$ cat src/rtl/textmap_arbiter.sv
// Single-port text-map RAM owner: arbitrates CPU accesses against the built-in
// clear / scroll-up engine, alternating grants when both want the port.
module textmap_arbiter #(
    parameter int TEXT_COLS = 84,
    parameter int TEXT_ROWS = 24,
    parameter int ADDRW     = 11,
    parameter int WORD      = 16
) (
    input  logic             clk_sys,
    input  logic             rst_sys,
    input  logic             cpu_req,
    input  logic             cpu_we,
    input  logic [ADDRW-1:0] cpu_addr,
    input  logic [WORD-1:0]  cpu_wdata,
    output logic             cpu_ack,
    output logic             cpu_rvalid,
    output logic [WORD-1:0]  cpu_rdata,
    input  logic             cmd_valid,
    input  logic             cmd_op,
    input  logic [WORD-1:0]  cmd_fill,
    output logic             cmd_ready,
    output logic             busy,
    output logic             done,
    output logic             mem_en,
    output logic             mem_we,
    output logic [ADDRW-1:0] mem_addr,
    output logic [WORD-1:0]  mem_wdata,
    input  logic [WORD-1:0]  mem_rdata
);

    localparam int N_CELLS = TEXT_COLS * TEXT_ROWS;
    localparam logic [ADDRW-1:0] LAST_CELL = ADDRW'(N_CELLS - 1);
    localparam logic [ADDRW-1:0] SCR_END   = ADDRW'((TEXT_ROWS - 1) * TEXT_COLS);
    localparam logic [ADDRW-1:0] COLS_A    = ADDRW'(TEXT_COLS);

    typedef enum logic [2:0] {
        S_IDLE, S_CLR, S_SCR_RD, S_SCR_WR, S_FILL, S_DONE
    } state_t;

    state_t           state, state_nx;
    logic [ADDRW-1:0] cnt, cnt_nx, cnt_inc;
    logic [WORD-1:0]  fill_q;
    logic [WORD-1:0]  scroll_q;
    logic             last_eng;

    logic             mem_en_q, mem_we_q, wsel_q, cpu_ack_q;
    logic [ADDRW-1:0] addr_q;
    logic [WORD-1:0]  wdata_q;
    logic [WORD-1:0]  cpu_rdata_q;

    // Read-owner tag pipeline: _p0 = read on the port now, _p1 = its data on mem_rdata now
    logic             rd_cpu_p0, rd_eng_p0;
    logic             rd_cpu_p1, rd_eng_p1;

    logic             accept, eng_req, cpu_rq, gnt_cpu, gnt_eng;
    logic             eng_we, eng_wsel;
    logic [ADDRW-1:0] eng_addr;
    logic [WORD-1:0]  eng_wdata, scroll_data;

    assign cmd_ready = (state == S_IDLE) || (state == S_DONE);
    assign busy      = !cmd_ready;
    assign done      = (state == S_DONE);
    assign accept    = cmd_valid && cmd_ready;

    assign eng_req = (state == S_CLR) || (state == S_SCR_RD) ||
                     (state == S_SCR_WR) || (state == S_FILL);
    assign cpu_rq  = cpu_req && !cpu_ack_q;
    assign gnt_cpu = cpu_rq && (!eng_req || last_eng);
    assign gnt_eng = eng_req && !gnt_cpu;

    assign cnt_inc     = cnt + ADDRW'(1);
    assign scroll_data = rd_eng_p1 ? mem_rdata : scroll_q;

    always_comb begin
        state_nx  = state;
        cnt_nx    = cnt;
        eng_we    = 1'b1;
        eng_wsel  = 1'b0;
        eng_addr  = cnt;
        eng_wdata = fill_q;
        case (state)
            S_CLR, S_FILL: begin
                if (gnt_eng) begin
                    cnt_nx = cnt_inc;
                    if (cnt == LAST_CELL) state_nx = S_DONE;
                end
            end
            S_SCR_RD: begin
                eng_we   = 1'b0;
                eng_addr = cnt + COLS_A;
                if (gnt_eng) state_nx = S_SCR_WR;
            end
            S_SCR_WR: begin
                // A write issued right behind its read takes the data straight off mem_rdata
                eng_wdata = scroll_data;
                eng_wsel  = rd_eng_p0;
                if (gnt_eng) begin
                    cnt_nx   = cnt_inc;
                    state_nx = (cnt_inc == SCR_END) ? S_FILL : S_SCR_RD;
                end
            end
            S_DONE:  state_nx = S_IDLE;
            default: state_nx = S_IDLE;
        endcase
        if (accept) begin
            cnt_nx = '0;
            if (!cmd_op)             state_nx = S_CLR;
            else if (TEXT_ROWS == 1) state_nx = S_FILL;
            else                     state_nx = S_SCR_RD;
        end
    end

    // Grant stage: register the winner onto the RAM port
    always_ff @(posedge clk_sys or posedge rst_sys) begin
        if (rst_sys) begin
            state       <= S_IDLE;
            cnt         <= '0;
            last_eng    <= 1'b1;
            mem_en_q    <= 1'b0;
            mem_we_q    <= 1'b0;
            addr_q      <= '0;
            wdata_q     <= '0;
            wsel_q      <= 1'b0;
            cpu_ack_q   <= 1'b0;
            rd_cpu_p0   <= 1'b0;
            rd_eng_p0   <= 1'b0;
            rd_cpu_p1   <= 1'b0;
            rd_eng_p1   <= 1'b0;
            cpu_rdata_q <= '0;
        end else begin
            state     <= state_nx;
            cnt       <= cnt_nx;
            mem_en_q  <= gnt_cpu || gnt_eng;
            cpu_ack_q <= gnt_cpu;
            rd_cpu_p0 <= gnt_cpu && !cpu_we;
            rd_eng_p0 <= gnt_eng && !eng_we;
            rd_cpu_p1 <= rd_cpu_p0;
            rd_eng_p1 <= rd_eng_p0;
            if (gnt_cpu) begin
                mem_we_q <= cpu_we;
                addr_q   <= cpu_addr;
                wdata_q  <= cpu_wdata;
                wsel_q   <= 1'b0;
                last_eng <= 1'b0;
            end else if (gnt_eng) begin
                mem_we_q <= eng_we;
                addr_q   <= eng_addr;
                wdata_q  <= eng_wdata;
                wsel_q   <= eng_wsel;
                last_eng <= 1'b1;
            end else begin
                mem_we_q <= 1'b0;
                if (wsel_q) begin
                    wdata_q <= mem_rdata;
                    wsel_q  <= 1'b0;
                end
            end
            if (rd_cpu_p1) cpu_rdata_q <= mem_rdata;
        end
    end

    always_ff @(posedge clk_sys) begin
        if (accept)    fill_q   <= cmd_fill;
        if (rd_eng_p1) scroll_q <= mem_rdata;
    end

    assign mem_en     = mem_en_q;
    assign mem_we     = mem_we_q;
    assign mem_addr   = addr_q;
    assign mem_wdata  = wsel_q ? mem_rdata : wdata_q;
    assign cpu_ack    = cpu_ack_q;
    assign cpu_rvalid = rd_cpu_p1;
    assign cpu_rdata  = rd_cpu_p1 ? mem_rdata : cpu_rdata_q;

endmodule

$ cat config.mk
export PLATFORM = sky130hd
export DESIGN_NAME = textmap_arbiter
export DESIGN_NICKNAME = d
export VERILOG_FILES = /design/src/rtl/textmap_arbiter.sv
export SDC_FILE = /design/constraint.sdc
export NUM_CORES = 1
export LEC_CHECK = 0
export CORE_MARGIN = 3
export CORE_UTILIZATION = 36
export DETAILED_ROUTE_END_ITERATION = 7
export GPL_TIMING_DRIVEN = 0
export MAX_ROUTING_LAYER = met4
export PLACE_DENSITY = 0.69
export SETUP_SLACK_MARGIN = 0.5
export SLEW_MARGIN = 20
export SYNTH_ARGS = -nofsm -noshare
export SYNTH_HDL_FRONTEND = slang
export SYNTH_SLANG_ARGS = --single-unit
export TNS_END_PERCENT = 20
$ cat constraint.sdc
create_clock -name clk_sys -period 2.1 [get_ports clk_sys]
set_input_delay 0.21 -clock clk_sys [delete_from_list [all_inputs] [get_ports clk_sys]]
set_output_delay 0.21 -clock clk_sys [all_outputs]
set_load 0.01 [all_outputs]
# Word level (Yosys, flattened, before mapping)
# Index checks and enable logic that the tools add are counted.
# Widths: inputs -> output; s select.
# totals
regBits	98
latchBits	0
ramBits	0
romBits	0
inputBits	65
output_inout_bits	50
mem_count	0
# classes
addsub	2
multipliers	0
div	0
n_lt_le_gt_ge	0
eq_ne	11
n_shift	0
mux	28
n_bitwise	0
reduce_logical	25
# ops
operator	count
$mux 16	6
$mux 11	6
$eq 11x11->1 const B	2
$mux 3	6
$ne 3x3->1 const B	4
$add 11x1->11 const B	1
$add 11x7->11 const B	1
$pmux 3 s3	1
$mux 1	8
$eq 3x2->1 const B	2
$eq 3x3->1 const B	2
$logic_and 1x1->1	6
$logic_or 1x1->1	6
$reduce_bool 2->1	3
$logic_not 1->1	5
$reduce_and 4->1	1
$eq 3x1->1 const B	1
$logic_not 3->1	1
$reduce_or 3->1	1
$mux 2	1
$reduce_and 2->1	1
$reduce_or 2->1	1

# Depth between registers and ports, before layout
# Gate-level depths: netlist of the first run.
# logic_depth
depth_word	12
mapped_depth	8
depth_no_buf	6

# Worst setup path after synthesis of the first run
# No wires, ideal clock.
# synth_path
kind	register to register
from	register state[0]
to	register cnt[8]
setup_time_ps	134
arrival_ps	2111
slack_ps	-146
path_stages_with_launch	7
n_path_buf	1
period_less_slack_ps	2246
cell_sequence	dfrtp_1 > buf_2 > xor2_1 > nor3b_2 > nor2_1 > o21ai_0 > o31ai_1
# synth_between
elab_cells_between_ends	21
# synth_lines
element	line	source
start: declaration	40	state_t state, state_nx;
start signal: assignment	131	state <= state_nx;
$eq 3x3->1 or $logic_not 3->1 (tied branches)	60	assign cmd_ready = (state == S_IDLE) || (state == S_DONE);
$logic_or 1x1->1 *	60	
$logic_and 1x1->1 *	63	assign accept = cmd_valid && cmd_ready;
via accept	55	logic accept, eng_req, cpu_rq, gnt_cpu, gnt_eng;
$reduce_bool 2->1 (no line)	n/a	
$reduce_and 2->1 (no line)	n/a	
end signal: assignment	132	cnt <= cnt_nx;
end: declaration	41	logic [ADDRW-1:0] cnt, cnt_nx, cnt_inc;
# Mark *: on every way through the listed nets, which the timed path passes. The rest lies on a longest branch.
# A chain may end at the register's enable or synchronous reset.

# Worst setup path after layout of the first run
# layout_path
from	register wsel_q
to	output port mem_wdata[14]
# layout_between
elab_chain_len	1
# layout_lines
element	line	source
start: declaration	46	logic mem_en_q, mem_we_q, wsel_q, cpu_ack_q;
start signal: assignment	149	wsel_q <= eng_wsel;
$mux 16	n/a	
end: declaration	27	output logic [WORD-1:0] mem_wdata,
# Every way passes these cells.

==> results.yml, run 1 <==
outcome:
  status: "finished, final reports clean"
worst_setup_path:
  cp_max_fo: 8
  worstSetupEndpointType: "primary output"
  worst_setup_path_start_kind: "register"
  startpoint: "wsel_q$_DFF_PP0_"
  r2r-start: "state[2]$_DFFE_PP0P_"
  crit_type: "register to primary output"
  cp_data_arrival_time_ns: 1.71
  worstPathRequired_ns: 1.89
power:
  powerDensity_nw_per_um2: 1530
  leakagePower_nw: 2.93
  peakVddDrop_v: 0.000541
synthesis:
  syn_area_per_cell_um2: 11.7
  yosysWarnings: 0
  synth-edff-count: 16
  synth_largest_area_cell: "dfrtp_1"
  async_reset_ff_share_pct: 67.3
  yosys.area.top_type_share_pct: 35.0
  seq_area_frac_synth_pct: 52.7
  synth.cell_area_um2: 4650
  synth.distinct_cells: 61
  synthTopCellsByArea: "dfrtp_1 35%, mux2_2 12%, edfxtp_1 10%"
  synth_nets: 465
  syn-instance-count: 398
  synth_flop_cell: "dfrtp_1"
  ys_seq_elements: 98
global_route:
  grt_max_degree: 56
  grt_usage_pct: 19.8
  gr-total-overflow: 0
  grt_pass1_wl_mm: 21.9
  antenna_found_initial: 0
  grt_pass1_vias: 3990
detailed_routing:
  dr.pass1.iters: 4
  wire_per_inst_um: 18.8
  drt_iter0_markers: 343
  antenna_left: 0
  drc_errors: 0
  drt-vias-per-instance: 5.23
  vias: 3841
  routed_wl_mm: 13.8
sta:
  grt_setup_unrepaired: "yes"
  timing.final.hold_violations: 0
  skew_ns: 0.0108
  max_freq_mhz: 520
  whs_ns: 0.126
  worst_slew_pin_slew_ns: 0.567
  fin_crit_sh_pct: 91.6
  period_minus_slack_ns: 1.92
  finalSetupViolCount: 0
  relSlewSlack_pct: 61.9
  slew_viol_final: 0
placed_design:
  place_hpwl_mm: 9.35
  placed_area_um2: 6100
  place.gp.congestion: 0.896
  portBuffers: 114
floorplanning:
  fp.dieH_um: 120
  fp.dieW_um: 120
  initial_core_util_pct: 37.8
  io_pins: 115
  fp.dieArea_um2: 14300
  rows: 40
  core_area_um2: 12300
layout:
  layout-drive-gt1-share_pct: 33.4
  diodes: 0
  nNetsFinal: 628
  stdcell_area_um2: 7050
  syn_to_final_growth_pct: 51.5
clock_network:
  cts-buffers-inserted: 9
  cts_hold_buf: 0
  cts.htree.levels: 3
  cts_root_buffer: "clkbuf_16"
  clk_pin_slew_ns: 0.07
  cts_buffer_depth: 2
  cts_sinks: 98
  clock_latency_ns: 0.35
  cts_tree: "yes"
hold_path:
  min_path_type: "input port to asynchronous set/reset pin"
flow_run:
  drv_cap: 0
==> cell usage after synthesis (4+ instances only) <==
cell	n
a21oi_1	10
a221o_1	14
and2_1	4
buf_2	10
buf_4	4
buf_6	4
clkbuf_1	9
dfrtp_1	65
dfxtp_1	16
edfxtp_1	16
inv_1	5
mux2_2	48
mux2i_1	17
nand2_1	21
nand2b_1	5
nor2_1	24
nor3_1	18
o211ai_1	8
o21a_1	8
o21ai_0	11
o22ai_1	5
o31ai_1	5
xnor2_1	6
xor2_1	8
==> final cells by class <==
| cell class | count | area, um2 |
|---|---|---|
| inverter | 6 | 25.0 |
| fill | 1018 | 5260 |
| clock buffer | 10 | 239 |
| timing repair buffer | 152 | 1530 |
| multi-input combinational | 264 | 2240 |
| buffer | 30 | 299 |
| clock inverter | 6 | 48.8 |
| sequential | 98 | 2460 |
| tap | 168 | 210 |
==> sequential cells by signal (all words and copies together), names as in the netlist, 3 cells and up <==
signal and cells:
cpu_rdata_q 16, cnt 11, wdata_q 16, scroll_q 16, mem_addr 11, state 3
fill_q 16
==> metal layers <==
layer  global-route usage, %  wire length (um)
met3                    3.96               751
met5                       -                 0
met2                    31.3              6690
met1                    25.7              6150
met4                    6.66               214
==> where the power goes <==
| part | switching (mW) | internal [mW] | leakage [nW] |
|---|---|---|---|
| logic | 2.91 | 3.21 | 1.71 |
| clock network | 0.763 | 0.852 | 0.137 |
| registers | 0.293 | 2.73 | 1.08 |
==> per-stage QoR <==
stage,power (mW),cells,util (%),setup WS (ns),TNS [ns]
detailed placement,8.28,682,49.6,-0.417,-10.58
floorplan,6.24,398,-,0.237,0
global placement,8.12,680,49.2,-1.07,-84.31
global route,11.4,734,57.2,0.124,0
finish,10.8,734,57.2,0.177,0
CTS,10.4,723,55.4,0.154,0
==> what timing repair did <==
| action | CTS | global route |
|---|---|---|
| setup buffers | 23 | 11 |
| cloned | 2 | 0 |
| setup endpoints to repair | 107 | 89 |
| resized for setup | 136 | 47 |
| pin swaps | 9 | 10 |
==> worst max-delay path, stage by stage (launching register included) <==
cell and delay (ns):
dfrtp_1 0.34, clkbuf_8 0.18, mux2_2 0.36, clkdlybuf4s50_1 0.49
==> final timing paths <==
path	to	slack (ns)	cells past startpoint
min	cpu_ack$_DFF_PP0_	0.13	2
max	mem_wdata[14]	0.18	3
max in group asynchronous	mem_addr[8]$_DFFE_PP0P_	1.44	3
min reg2reg	cpu_rvalid$_DFF_PP0_	0.37	0
max reg2reg	wdata_q[12]$_DFF_PP0_	0.18	7
min in group clk_sys	cpu_rvalid$_DFF_PP0_	0.37	0
==> cells in the final DEF (no fill, tap or decap), types with 5 or more instances in the layout <==
| master | instances |
|---|---|
| mux2i_1 | 16 |
| buf_4 | 32 |
| dfxtp_1 | 16 |
| mux2_4 | 9 |
| edfxtp_1 | 16 |
| dfrtp_2 | 5 |
| nor3_2 | 5 |
| nand2b_1 | 5 |
| o21a_1 | 7 |
| dlygate4sd2_1 | 13 |
| nor3_1 | 13 |
| dfrtp_1 | 60 |
| o21ai_0 | 6 |
| buf_6 | 23 |
| buf_2 | 6 |
| o21ai_1 | 8 |
| xor2_1 | 7 |
| mux2_2 | 39 |
| nor2_1 | 21 |
| clkbuf_16 | 10 |
| a221o_1 | 14 |
| buf_12 | 6 |
| nand2_1 | 21 |
| o31ai_1 | 5 |
| o211ai_1 | 8 |
| clkdlybuf4s50_1 | 83 |
| xnor2_1 | 6 |
| a21oi_1 | 8 |
| clkbuf_4 | 5 |
==> cells by family (layout without fill, tap and decap cells) <==
family	Yosys count	in the layout	share of synthesized area (%)
and+or+nand+nor	100	100	11.3
xor gates and xnor gates	14	14	2.64
AOI/OAI and AO/OA	82	82	13.1
muxes	65	65	15.3
buffers and inverters	36	204	4.17
adders and majority gates	3	3	0.753
DFF	98	98	52.7
Note: power is estimated with default switching activity, not from simulation.
==> run 2, diff against run 1 <==
GPL_TIMING_DRIVEN = default   (was 0)
PLACE_DENSITY = 0.63   (was 0.69)
==> run 2 against run 1 <==
Clock power increased by 12%. Total power shrank 1.9%. Sequential share of layout area grew 1.0 points. Utilization fell by 1.6 points. Clock skew shrank 0.0016 ns. Die area did not move. Worst setup slack better by 0.14 ns. Non-clock buffer count shrank 13. Clock-buffer cell count decreased by 1. Via count decreased by 2.2%. First-iteration DRC count is 2.0% higher. Fmax up 7.8%. Largest power group unchanged.
==> results.yml, run 2 (synthesis results as in run 1) <==
outcome:
  status: "finished, final reports clean"
sta:
  grt_setup_unrepaired: "yes"
  max_freq_mhz: 561
  worst_slew_pin_slew_ns: 0.408
  finalSetupViolCount: 0
  timing.final.hold_violations: 0
  relSlewSlack_pct: 72.5
  fin_crit_sh_pct: 84.9
  period_minus_slack_ns: 1.78
  slew_viol_final: 0
  final.setup.worst_slack_ns: 0.317
  fin_tns_setup_ns: 0
  skew_ns: 0.00917
floorplanning:
  fp.dieArea_um2: 14300
  fp.dieW_um: 120
  fp.dieH_um: 120
  initial_core_util_pct: 37.8
  core_area_um2: 12300
  rows: 40
  io_pins: 115
global_route:
  antenna_found_initial: 0
  grt_pass1_wl_mm: 21.3
  grt_pass1_vias: 3923
  gr-total-overflow: 0
  grt_max_degree: 67
  grt_usage_pct: 19.4
detailed_routing:
  drt-vias-per-instance: 5.21
  dr.pass1.iters: 4
  drc_errors: 0
  routed_wl_mm: 13.2
  wire_per_inst_um: 18.3
  antenna_left: 0
  drt_iter0_markers: 350
  vias: 3758
power:
  powerDensity_nw_per_um2: 1540
  leakagePower_nw: 2.82
  peakVddDrop_v: 0.000590
worst_setup_path:
  crit_type: "register to register"
  cp_num_buf_inv: 1
  cpLargestDelayFamily: "simple AND/OR/NAND/NOR gates"
  cp_data_arrival_time_ns: 2.05
  worstPathRequired_ns: 2.37
  worst_setup_path_start_kind: "register"
  slowest_delay_ns: 0.42
  cp_max_fo: 10
  worstSetupEndpointType: "register"
  cp_slowest_cell: "or3b_1"
  crit_chain: "buf_6, or3b_1, a21o_4, or3_1, a21oi_1"
layout:
  nNetsFinal: 615
  stdcell_area_um2: 6850
  syn_to_final_growth_pct: 47.2
  layout-drive-gt1-share_pct: 30.0
  final_common_cell: "clkdlybuf4s50_1"
  diodes: 0
  layout_common_cells: "78 x clkdlybuf4s50_1, 58 x dfrtp_1, 45 x mux2_2"
  fin_util_pct: 55.6
placed_design:
  portBuffers: 114
  placed_area_um2: 6200
  pre_cts_slack_ns: 0.199
  place_hpwl_mm: 8.90
  place.gp.congestion: 0.914
clock_network:
  clock_latency_ns: 0.35
  cts.htree.levels: 3
  cts_buffer_depth: 2
  cts_hold_buf: 0
  clk_pin_slew_ns: 0.07
  cts-buffers-inserted: 9
  cts_root_buffer: "clkbuf_16"
  cts_tree: "yes"
  cts_sinks: 98
hold_path:
  min_path_type: "input port to asynchronous set/reset pin"
flow_run:
  drv_cap: 0
-- run 2: cell count changes in the layout (fill, tap and decap cells not counted), moves of 5 or more --
cell             previous run  this run
clkdlybuf4s15_1             0         6
mux2_4                      9         3
buf_6                      23        11
mux2_2                     39        45
clkdlybuf4s50_1            83        78
clkbuf_4                    5         0
dlygate4sd2_1              13        19
-- run 2: layout make-up --
type | count | area (um2)
repair buffers | 169 | 1680
fillers | 1064 | 5460
flip-flops and latches | 98 | 2460
multi-input cells | 264 | 2150
clock inverters | 7 | 100
well taps | 168 | 210
clock buffers | 9 | 225
inverters | 6 | 22.5
-- run 2: per-stage QoR --
step                hold slack (ns)  cells  total power, mW
floorplan                     0.288    398             6.24
global placement              0.341    683             8.31
detailed placement            0.341    683             8.43
CTS                           0.254    716             10.5
global route                  0.264    721             11.2
finish                        0.236    721             10.5
-- run 2: worst reg2reg max path, delay by kind of cell, from the launching register on --
kind                   cells  cell delay, ns
AO/OA/AOI/OAI              2            0.43
buffers and inverters      1            0.13
flip-flops                 1            0.38
AND/OR/NAND/NOR            2            0.78
-- run 2: per-layer routing --
| layer | vias to the layer above | share of wire, % | GRT usage, % |
|---|---|---|---|
| met5 | - | 0 | - |
| met1 | 1857 | 44 | 24.5 |
| met2 | 130 | 49 | 31.3 |
| met4 | 0 | 1.2 | 4.80 |
| li1 | 1762 | - | - |
| met3 | 9 | 6.3 | 5.33 |
-- run 2: report_power, final --
group | internal, mW | leakage [nW] | total, mW | switching (mW)
Sequential | 2.73 | 1.08 | 3.04 | 0.316
Clock | 1.06 | 0.160 | 1.81 | 0.759
Combinational | 2.98 | 1.58 | 5.69 | 2.71
-- run 2: worst paths after layout --
check / slack (ns) / depth (start not counted) / endpoint / startpoint
setup / recovery: 0.32 / 5 / cnt[7]$_DFFE_PP0P_ / state[2]$_DFFE_PP0P_
hold / removal: 0.24 / 3 / cnt[0]$_DFFE_PP0P_ / rst_sys
setup reg to reg: 0.32 / 5 / cnt[7]$_DFFE_PP0P_ / state[2]$_DFFE_PP0P_
hold reg to reg: 0.36 / 0 / cpu_rvalid$_DFF_PP0_ / rd_cpu_p0$_DFF_PP0_
max in group asynchronous: 1.53 / 3 / wsel_q$_DFF_PP0_ / rst_sys
min in group clk_sys: 0.36 / 0 / cpu_rvalid$_DFF_PP0_ / rd_cpu_p0$_DFF_PP0_
-- run 2: timing repair --
item	CTS	global route
pin swaps	8	4
setup buffers	15	5
cloned	2	0
resized for setup	102	17
setup endpoints to repair	93	97
==> run 3, diff against run 2 <==
PLACE_DENSITY = 0.6   (was 0.63)
clock period = 1.65 ns   (was 2.1 ns; I/O delays follow)
==> run 3 against run 2 <==
The flow now finishes with violations (negative setup slack). Clock-buffer cell count increased by 2. Register-to-register slack got worse by 0.45 ns. Worst setup slack worse by 0.45 ns. First-iteration DRC count decreased by 31%. Combinational power increased by 48%. Cell count grew 5.1%. Critical path depth unchanged. Via count up 3.1%. Critical endpoint unchanged.
==> results.yml, run 3 (synthesis results as in run 1) <==
power:
  p_sw_mw: 5.13
  leakagePower_nw: 3.15
  p_clk_share_pct: 15.8
  pwr-share-comb_pct: 57.7
  peakVddDrop_v: 0.000829
  pwr-share-seq_pct: 26.6
  powerDensity_nw_per_um2: 1980
  sw_frac_of_total_pct: 35.1
  p_total_mw: 14.6
  internal-power_mw: 9.49
worst_setup_path:
  startpoint: "state[2]$_DFFE_PP0P_"
  worstPathRequired_ns: 1.92
  r2r_cells: 5
  cpLargestDelayFamily: "simple AND/OR/NAND/NOR gates"
  r2r_end: "cnt[7]$_DFFE_PP0P_"
  cp_slowest_cell: "dfrtp_2"
  worst_setup_path_start_kind: "register"
  crit_chain: "buf_6, or3b_4, a21o_4, or3_1, a21oi_1"
  path_depth: 5
  slowest_delay_ns: 0.47
  cp_max_fo: 7
  cp_num_buf_inv: 1
  worstSetupEndpointType: "register"
  crit_type: "register to register"
  setup.worst_path.end: "cnt[7]$_DFFE_PP0P_"
  rrSetupSlack_ns: -0.13
  r2r-start: "state[2]$_DFFE_PP0P_"
  cp_data_arrival_time_ns: 2.05
detailed_routing:
  drt-vias-per-instance: 5.11
  vias: 3876
  wire_per_inst_um: 18.2
  dr.pass1.iters: 4
  routed_wl_mm: 13.8
  drt_iter0_markers: 241
  drc_errors: 0
  antenna_left: 0
placed_design:
  place_hpwl_mm: 9.91
  portBuffers: 114
  place.gp.congestion: 0.845
layout:
  nNetsFinal: 652
  seq_area_um2: 2460
  fin_util_pct: 59.8
  syn_to_final_growth_pct: 58.3
  diodes: 0
  multiInputGateArea_um2: 2330
  n_fill_cell: 1055
  layout_common_cells: "64 x clkdlybuf4s50_1, 64 x buf_4, 63 x dfrtp_1"
  layout-drive-gt1-share_pct: 42.2
sta:
  max_freq_mhz: 561
  finalSetupViolCount: 54
  fin_crit_sh_pct: 108
  final.setup.worst_slack_ns: -0.132
  worst_slew_pin_slew_ns: 0.347
  period_minus_slack_ns: 1.78
  slew_viol_final: 0
  relSlewSlack_pct: 76.8
  fin_tns_setup_ns: -3.37
  grt_setup_unrepaired: "yes"
  skew_ns: 0.00697
  timing.final.hold_violations: 0
clock_network:
  cts_hold_buf: 0
  clk_pin_slew_ns: 0.07
  clock_latency_ns: 0.35
  cts.htree.levels: 3
  cts-buffers-inserted: 9
  cts_sinks: 98
  cts_buffer_depth: 2
  cts_root_buffer: "clkbuf_16"
  cts_tree: "yes"
global_route:
  antenna_found_initial: 0
  grt_pass1_vias: 4078
  gr-total-overflow: 0
  grt_usage_pct: 20.2
  grt_pass1_wl_mm: 22.1
  grt_max_degree: 37
floorplanning:
  io_pins: 115
  fp.dieH_um: 120
  fp.dieW_um: 120
  rows: 40
  initial_core_util_pct: 37.8
  fp.dieArea_um2: 14300
  core_area_um2: 12300
hold_path:
  min_path_type: "input port to asynchronous set/reset pin"
outcome:
  violations: "negative setup slack"
  status: "finished with violations"
flow_run:
  drv_cap: 0
-- run 3: cell types whose count changed in the layout (fill, tap and decap cells not counted), sizes merged --
| cell | previous run | this run |
|---|---|---|
| clkinvlp | 0 | 1 |
| clkbuf | 10 | 15 |
| clkinv | 3 | 2 |
| clkdlybuf4s15 | 6 | 4 |
| inv | 8 | 6 |
| buf | 65 | 134 |
| clkdlybuf4s50 | 78 | 64 |
| dlygate4sd2 | 19 | 0 |
-- run 3: layout make-up --
cell class,count,area share (%)
clock buffers,11,3.29
clock inverters,5,1.17
inverters,6,0.357
multi-input cells,264,31.6
flip-flops and latches,98,33.3
well taps,168,2.85
repair buffers,206,27.4
-- run 3: worst min path at each step --
stage / to / start
after floorplan: rd_cpu_p0$_DFF_PP0_ / cpu_we
after global placement: rd_eng_p1$_DFF_PP0_ / rd_eng_p0$_DFF_PP0_
after detailed placement: cpu_rvalid$_DFF_PP0_ / rd_cpu_p0$_DFF_PP0_
after CTS: cnt[5]$_DFFE_PP0P_ / rst_sys
after global routing: cnt[5]$_DFFE_PP0P_ / rst_sys
final: cnt[5]$_DFFE_PP0P_ / rst_sys
-- run 3: through the flow --
stage,hold WS [ns],cell area [um2],setup WS (ns),cells
after CTS,0.132,7210,-0.114,757
final,0.136,7370,-0.132,758
after global routing,0.150,7370,-0.195,758
after global placement,0.356,6620,-0.169,730
after detailed placement,0.356,6620,-0.178,730
after floorplan,0.243,4720,-0.202,398
-- run 3: timing repair --
action | CTS | global route
resized for setup | 250 | 53
pin swaps | 12 | 20
buffers inserted | 9 | 1
endpoints found under the setup margin | 114 | 106
endpoints found under the hold margin | 0 | 0
gates cloned | 2 | 0
-- run 3: power groups by stage --
stage	Clock (mW)	Combinational, mW	Sequential [mW]
2_1_floorplan	0	4.13	3.85
3_3_place_gp	0	7.29	3.83
3_5_place_dp	0	7.45	3.88
4_1_cts	2.37	8.08	3.87
5_1_grt	2.46	9.08	3.97
6_report	2.30	8.43	3.88
-- run 3: worst register-to-register path, cell delays in order (launching register included) --
cell and delay (ns):
dfrtp_2 0.47, buf_6 0.13, or3b_4 0.40, a21o_4 0.25, or3_1 0.34, a21oi_1 0.12
-- run 3: per-layer routing --
metal  part of all wire (%)  global-route usage, %  up-vias
li1                       -                      -     1838
met1                     44                   26.0     1911
met2                     50                   32.8      111
met3                    5.5                   4.29       16
met4                    1.2                   5.23        0
met5                      0                      -        -
